## src/rtl/npc_pkg.sv

```systemverilog
// Shared definitions for the NPC writeback path: widths, load funct3 codes
// and the writeback FSM state type.
package npc_pkg;

  localparam int ADDR_WIDTH = 5;
  localparam int DATA_WIDTH = 32;

  localparam logic [2:0] LB  = 3'b000;
  localparam logic [2:0] LH  = 3'b001;
  localparam logic [2:0] LW  = 3'b010;
  localparam logic [2:0] LBU = 3'b100;
  localparam logic [2:0] LHU = 3'b101;

  typedef enum logic [0:0] {
    IDLE     = 1'b0,
    WAIT_MEM = 1'b1
  } wbu_state_e;

endpackage

```

## src/rtl/npc_load_ext.sv

```systemverilog
// Load data formatter: picks the addressed byte lane out of an aligned word
// and sign- or zero-extends it according to the load funct3.
module npc_load_ext
  import npc_pkg::*;
#(
  parameter int DW = DATA_WIDTH
) (
  input  logic [DW-1:0] rdata,
  input  logic [1:0]    addr_lo,
  input  logic [2:0]    funct3,
  output logic [DW-1:0] ext_data
);

  logic [DW-1:0] shifted_s;

  // Lane shift then width/sign selection; lanes past the word top read as 0.
  always_comb begin
    shifted_s = rdata >> {addr_lo, 3'b000};
    ext_data  = shifted_s;
    case (funct3)
      LB:      ext_data = {{(DW-8){shifted_s[7]}}, shifted_s[7:0]};
      LBU:     ext_data = {{(DW-8){1'b0}}, shifted_s[7:0]};
      LH:      ext_data = {{(DW-16){shifted_s[15]}}, shifted_s[15:0]};
      LHU:     ext_data = {{(DW-16){1'b0}}, shifted_s[15:0]};
      default: ext_data = shifted_s;
    endcase
  end

endmodule

```

## src/rtl/npc_wbu.sv

```systemverilog
// NPC writeback unit: retires ALU results immediately and loads after the
// memory response, driving the register file write port and a commit pulse.
module npc_wbu
  import npc_pkg::*;
#(
  parameter int ADDR_WIDTH = npc_pkg::ADDR_WIDTH,
  parameter int DATA_WIDTH = npc_pkg::DATA_WIDTH
) (
  input  logic                  clk,
  input  logic                  rst_n,
  input  logic                  in_valid,
  output logic                  in_ready,
  input  logic [ADDR_WIDTH-1:0] in_rd,
  input  logic                  in_wen,
  input  logic [DATA_WIDTH-1:0] in_result,
  input  logic                  in_is_load,
  input  logic [2:0]            in_funct3,
  input  logic [1:0]            in_addr_lo,
  input  logic [31:0]           in_pc,
  input  logic                  mem_rvalid,
  input  logic [DATA_WIDTH-1:0] mem_rdata,
  output logic                  mem_rready,
  output logic                  rf_wen,
  output logic [ADDR_WIDTH-1:0] rf_waddr,
  output logic [DATA_WIDTH-1:0] rf_wdata,
  output logic                  commit_valid,
  output logic [31:0]           commit_pc
);

  wbu_state_e            state_r, state_nxt_s;
  logic                  capture_s;

  logic [ADDR_WIDTH-1:0] ld_rd_r;
  logic                  ld_wen_r;
  logic [2:0]            ld_funct3_r;
  logic [1:0]            ld_addr_lo_r;
  logic [31:0]           ld_pc_r;

  logic                  rf_wen_r, rf_wen_nxt_s;
  logic [ADDR_WIDTH-1:0] rf_waddr_r, rf_waddr_nxt_s;
  logic [DATA_WIDTH-1:0] rf_wdata_r, rf_wdata_nxt_s;
  logic                  commit_valid_r, commit_valid_nxt_s;
  logic [31:0]           commit_pc_r, commit_pc_nxt_s;
  logic [DATA_WIDTH-1:0] ld_data_s;

  npc_load_ext #(.DW(DATA_WIDTH)) u_load_ext (
    .rdata    (mem_rdata),
    .addr_lo  (ld_addr_lo_r),
    .funct3   (ld_funct3_r),
    .ext_data (ld_data_s)
  );

  assign in_ready     = (state_r == IDLE);
  assign mem_rready   = (state_r == WAIT_MEM);
  assign rf_wen       = rf_wen_r;
  assign rf_waddr     = rf_waddr_r;
  assign rf_wdata     = rf_wdata_r;
  assign commit_valid = commit_valid_r;
  assign commit_pc    = commit_pc_r;

  // Next state and next writeback/commit values; address/data hold unless written.
  always_comb begin
    state_nxt_s        = state_r;
    capture_s          = 1'b0;
    rf_wen_nxt_s       = 1'b0;
    rf_waddr_nxt_s     = rf_waddr_r;
    rf_wdata_nxt_s     = rf_wdata_r;
    commit_valid_nxt_s = 1'b0;
    commit_pc_nxt_s    = commit_pc_r;
    case (state_r)
      IDLE: begin
        if (in_valid && in_is_load) begin
          capture_s   = 1'b1;
          state_nxt_s = WAIT_MEM;
        end else if (in_valid) begin
          commit_valid_nxt_s = 1'b1;
          commit_pc_nxt_s    = in_pc;
          if (in_wen && (in_rd != {ADDR_WIDTH{1'b0}})) begin
            rf_wen_nxt_s   = 1'b1;
            rf_waddr_nxt_s = in_rd;
            rf_wdata_nxt_s = in_result;
          end else begin
            rf_wen_nxt_s = 1'b0;
          end
        end else begin
          state_nxt_s = IDLE;
        end
      end
      WAIT_MEM: begin
        if (mem_rvalid) begin
          state_nxt_s        = IDLE;
          commit_valid_nxt_s = 1'b1;
          commit_pc_nxt_s    = ld_pc_r;
          if (ld_wen_r && (ld_rd_r != {ADDR_WIDTH{1'b0}})) begin
            rf_wen_nxt_s   = 1'b1;
            rf_waddr_nxt_s = ld_rd_r;
            rf_wdata_nxt_s = ld_data_s;
          end else begin
            rf_wen_nxt_s = 1'b0;
          end
        end else begin
          state_nxt_s = WAIT_MEM;
        end
      end
      default: state_nxt_s = IDLE;
    endcase
  end

  // State and registered writeback/commit outputs.
  always_ff @(posedge clk or negedge rst_n) begin
    if (!rst_n) begin
      state_r        <= IDLE;
      rf_wen_r       <= 1'b0;
      rf_waddr_r     <= {ADDR_WIDTH{1'b0}};
      rf_wdata_r     <= {DATA_WIDTH{1'b0}};
      commit_valid_r <= 1'b0;
      commit_pc_r    <= 32'h0000_0000;
    end else begin
      state_r        <= state_nxt_s;
      rf_wen_r       <= rf_wen_nxt_s;
      rf_waddr_r     <= rf_waddr_nxt_s;
      rf_wdata_r     <= rf_wdata_nxt_s;
      commit_valid_r <= commit_valid_nxt_s;
      commit_pc_r    <= commit_pc_nxt_s;
    end
  end

  // Pending-load context captured at accept.
  always_ff @(posedge clk or negedge rst_n) begin
    if (!rst_n) begin
      ld_rd_r      <= {ADDR_WIDTH{1'b0}};
      ld_wen_r     <= 1'b0;
      ld_funct3_r  <= 3'b000;
      ld_addr_lo_r <= 2'b00;
      ld_pc_r      <= 32'h0000_0000;
    end else if (capture_s) begin
      ld_rd_r      <= in_rd;
      ld_wen_r     <= in_wen;
      ld_funct3_r  <= in_funct3;
      ld_addr_lo_r <= in_addr_lo;
      ld_pc_r      <= in_pc;
    end else begin
      ld_rd_r      <= ld_rd_r;
    end
  end

endmodule

```

## config.mk

```make
export PLATFORM = sky130hd
export DESIGN_NAME = npc_wbu
export DESIGN_NICKNAME = d
export VERILOG_FILES = /design/src/rtl/npc_pkg.sv /design/src/rtl/npc_load_ext.sv /design/src/rtl/npc_wbu.sv
export SDC_FILE = /design/constraint.sdc
export NUM_CORES = 1
export LEC_CHECK = 0
export ABC_AREA = 0
export BUFFER_PORTS_ARGS = -buffer_cell sky130_fd_sc_hd__buf_4
export CAP_MARGIN = 10
export CORE_ASPECT_RATIO = 1.2
export CORE_MARGIN = 4
export CORE_UTILIZATION = 25
export CTS_BUF_LIST = sky130_fd_sc_hd__clkbuf_2 sky130_fd_sc_hd__clkbuf_4 sky130_fd_sc_hd__clkbuf_8
export DETAILED_ROUTE_END_ITERATION = 10
export GPL_ROUTABILITY_DRIVEN = 0
export PLACE_DENSITY = 0.5
export REMOVE_ABC_BUFFERS = 1
export SYNTH_ARGS = -nofsm -noshare
export SYNTH_HDL_FRONTEND = slang
export SYNTH_SLANG_ARGS = --single-unit
```

## constraint.sdc

```tcl
create_clock -name clk -period 2.3 [get_ports clk]
set_input_delay 0.46 -clock clk [delete_from_list [all_inputs] [get_ports clk]]
set_output_delay 0.46 -clock clk [all_outputs]
set_load 0.03 [all_outputs]
```

==> flow_summary.yaml <==
outcome:
  status: "finished, final reports clean"
sta:
  max_slew_margin_pct: 57.4
  min_period_ns: 2.01
  hold_viol_final: 0
  finalSetupViolCount: 0
  skew_ns: 0.0109
  whs_ns: 0.261
  max_freq_mhz: 497
  final.setup.tns_ns: 0
  fin_ws_ns: 0.290
  worst_pin_slew_ns: 0.637
  slew_viol_final: 0
  rsz0062_at_grt: "false"
  period_share_pct: 87.4
logic_synthesis:
  synth_top_family_by_area: "multiplexers"
  syn_avg_cell_area_um2: 11.2
  synth_top_cell_area_share_pct: 51.2
  synthArstFlopShare_pct: 100
  synth_common_cells: "115 x dfrtp_1, 75 x mux2i_1, 66 x nor2_1, 43 x mux2_2, 40 x a21oi_1"
  ys_warn_count: 0
  synth_xor_area_share_pct: 0
  synth_area_leaders: "dfrtp_1 51%, mux2i_1 13%, mux2_2 8.6%, nor2_1 4.4%, o31ai_2 4.2%"
  synthSimpleGateAreaFrac_pct: 9.14
  ys.flop_type: "dfrtp_1"
  synth_edf_count: 0
  ys_types: 32
  ys_seq_elements: 115
  yosysSeqAreaShare_pct: 51.2
  synth_top_area_cell: "dfrtp_1"
  synth_compound_area_share_pct: 14.1
  synthAdderAreaFrac_pct: 0
  muxShareOfSynthArea_pct: 22.0
  synth_most_common_cell: "dfrtp_1"
  postSynthCellCount: 501
  synth_area_um2: 5620
floorplanning:
  pin_count: 185
  die_w_um: 145
  die_h_um: 172
  core.rowCount: 59
  core_um2: 21900
  dieArea_um2: 25000
  initial_core_util_pct: 25.7
detailed_routing:
  wire_per_inst_um: 17.9
  vias: 4628
  first_pass_iters: 4
  postRouteAntennaNets: 0
  vias_per_cell: 4.77
  wl_um: 17300
  drt_iter0_markers: 159
  drc: 0
setup_path:
  required_ns: 2.63
  crit_fanout: 35
  path_class: "flip-flop to flip-flop"
  worstReg2RegStart: "mem_rready"
  end_kind: "flip-flop"
  start_kind: "flip-flop"
  worstPathArrival_ns: 2.34
  critPathLaunch: "mem_rready"
placed_design:
  dpl.hpwl_um: 12800
  dpl_cell_area_um2: 7430
  dp_slack_ns: 0.226
  numPortBuffers: 184
clock_tree:
  clock-root-buffer: "clkbuf_8"
  clock_sinks: 115
  htreeDepth: 4
  post_cts_buffers: 0
  insertion_delay_ns: 0.43
  cts_buffers: 17
  clk_pin_slew_worst_paths_ns: 0.07
  clock_path_buffers: 2
  cts_tree: "done"
global_route:
  globalRouteMet3Util_pct: 4.82
  use_met1_pct: 16.7
  grt_pass1_wl_um: 27700
  overflow: 0
  grt_pass1_vias: 5052
  grt_usage_pct: 13.9
  met2_usage_pct: 23.9
  antenna_found_initial: 2
  grt_max_degree: 66
  busiest_layer: "met2"
run:
  maxCapViolCount: 0
hold_path:
  holdCritPathClass: "input pin to flip-flop"
  hp-start: "mem_rvalid"
power:
  power_density_nw_per_um2: 1070
  p_leak_nw: 3.60
  ir_worst_vdd_mv: 0.487
  power_mw: 8.40
final_layout:
  final_area_um2: 7880
  syn_to_final_growth_pct: 40.1
  nNetsFinal: 795
  diodes: 0
  post_route_cells_drive_above_1_share_pct: 44.1
-- final timing paths --
kind / to / slack, ns / depth (start not counted)
max in group asynchronous: rf_wdata[30] / 1.11 / 3
hold / removal: mem_rready / 0.26 / 2
min in group asynchronous: commit_pc[28] / 0.53 / 2
setup reg to reg: rf_wdata[22] / 0.29 / 5
hold reg to reg: ld_pc_r[10] / 0.51 / 1
setup / recovery: rf_wdata[22] / 0.29 / 5
-- flip-flops by register name, indices dropped and copies added (netlist names), 2 cells and up --
| name | count |
|---|---|
| commit_pc | 32 |
| rf_wdata | 32 |
| ld_pc_r | 32 |
| rf_waddr | 5 |
| ld_funct3_r | 3 |
| ld_addr_lo_r | 2 |
| ld_rd_r | 5 |
-- routing by layer --
metal,vias to the layer above,share of wire [%]
li1,2190,-
met1,2244,41
met2,166,50
met3,24,7.3
met4,4,1.5
met5,-,0.13
-- layout make-up --
type	instances	area [um^2]
sequential	115	2880
inverter	2	7.51
clock buffer	20	263
fill	2210	14000
clock inverter	12	179
tap	274	343
timing repair buffer	206	1620
multi-input combinational	341	2580
-- metrics by stage --
step,std cells,util [%]
2_1_floorplan,458,-
3_3_place_gp,937,33.9
3_5_place_dp,937,33.9
4_1_cts,970,35.9
5_1_grt,970,35.9
6_report,970,35.9
-- worst max-delay path: stages, from the launching register on --
cell and delay [ns]:
dfrtp_4 0.58, nor4bb_1 0.52, o21ai_4 0.12, and2_2 0.23, buf_12 0.18, o31ai_2 0.26
-- power by group --
| group | total [mW] | switching [mW] | internal, mW | leakage (nW) |
|---|---|---|---|---|
| clock network | 2.13 | 0.887 | 1.24 | 0.217 |
| logic | 3.27 | 1.91 | 1.36 | 2.03 |
| registers | 3.01 | 0.400 | 2.61 | 1.36 |
-- cells in the final DEF (no fill, tap or decap) --
cell / netlist / final
o31ai_2: 19 / 19
or4_1: 2 / 2
a222oi_1: 1 / 1
nor2_1: 66 / 66
dfrtp_4: 0 / 1
inv_1: 2 / 2
a21oi_1: 40 / 40
mux2i_1: 75 / 75
nand2b_1: 1 / 1
o21ai_0: 15 / 15
a221oi_1: 8 / 8
clkinvlp_4: 0 / 3
or2_2: 1 / 1
nand3_1: 38 / 37
a211oi_1: 8 / 8
nor3b_2: 0 / 1
or3_1: 1 / 1
o31ai_1: 5 / 5
buf_12: 0 / 6
buf_4: 5 / 199
clkinv_4: 0 / 1
dlygate4sd3_1: 0 / 1
clkinv_2: 0 / 2
and2_0: 1 / 1
nand3_2: 0 / 1
dfrtp_1: 115 / 114
nor2b_1: 2 / 2
nor4bb_1: 1 / 1
o2111ai_4: 0 / 1
o2bb2ai_1: 8 / 8
a22o_2: 0 / 1
and2_2: 0 / 1
a22oi_1: 1 / 1
o21ai_4: 0 / 1
inv_6: 0 / 2
clkbuf_4: 0 / 2
bufinv_16: 0 / 4
clkbuf_8: 0 / 18
mux2_2: 43 / 43
-- repair_timing --
item	in CTS	in global routing
gates resized for setup	0	0
hold buffers	1	0
endpoints found under the hold margin	33	0
-- cells by family after synthesis --
kind of cell           count (synthesis)
multiplexers                         118
flip-flops                           115
AND/OR/NAND/NOR                      115
AO/OA/AOI/OAI                        108
buffers and inverters                 45
Note: power is estimated with default switching activity, not from simulation.
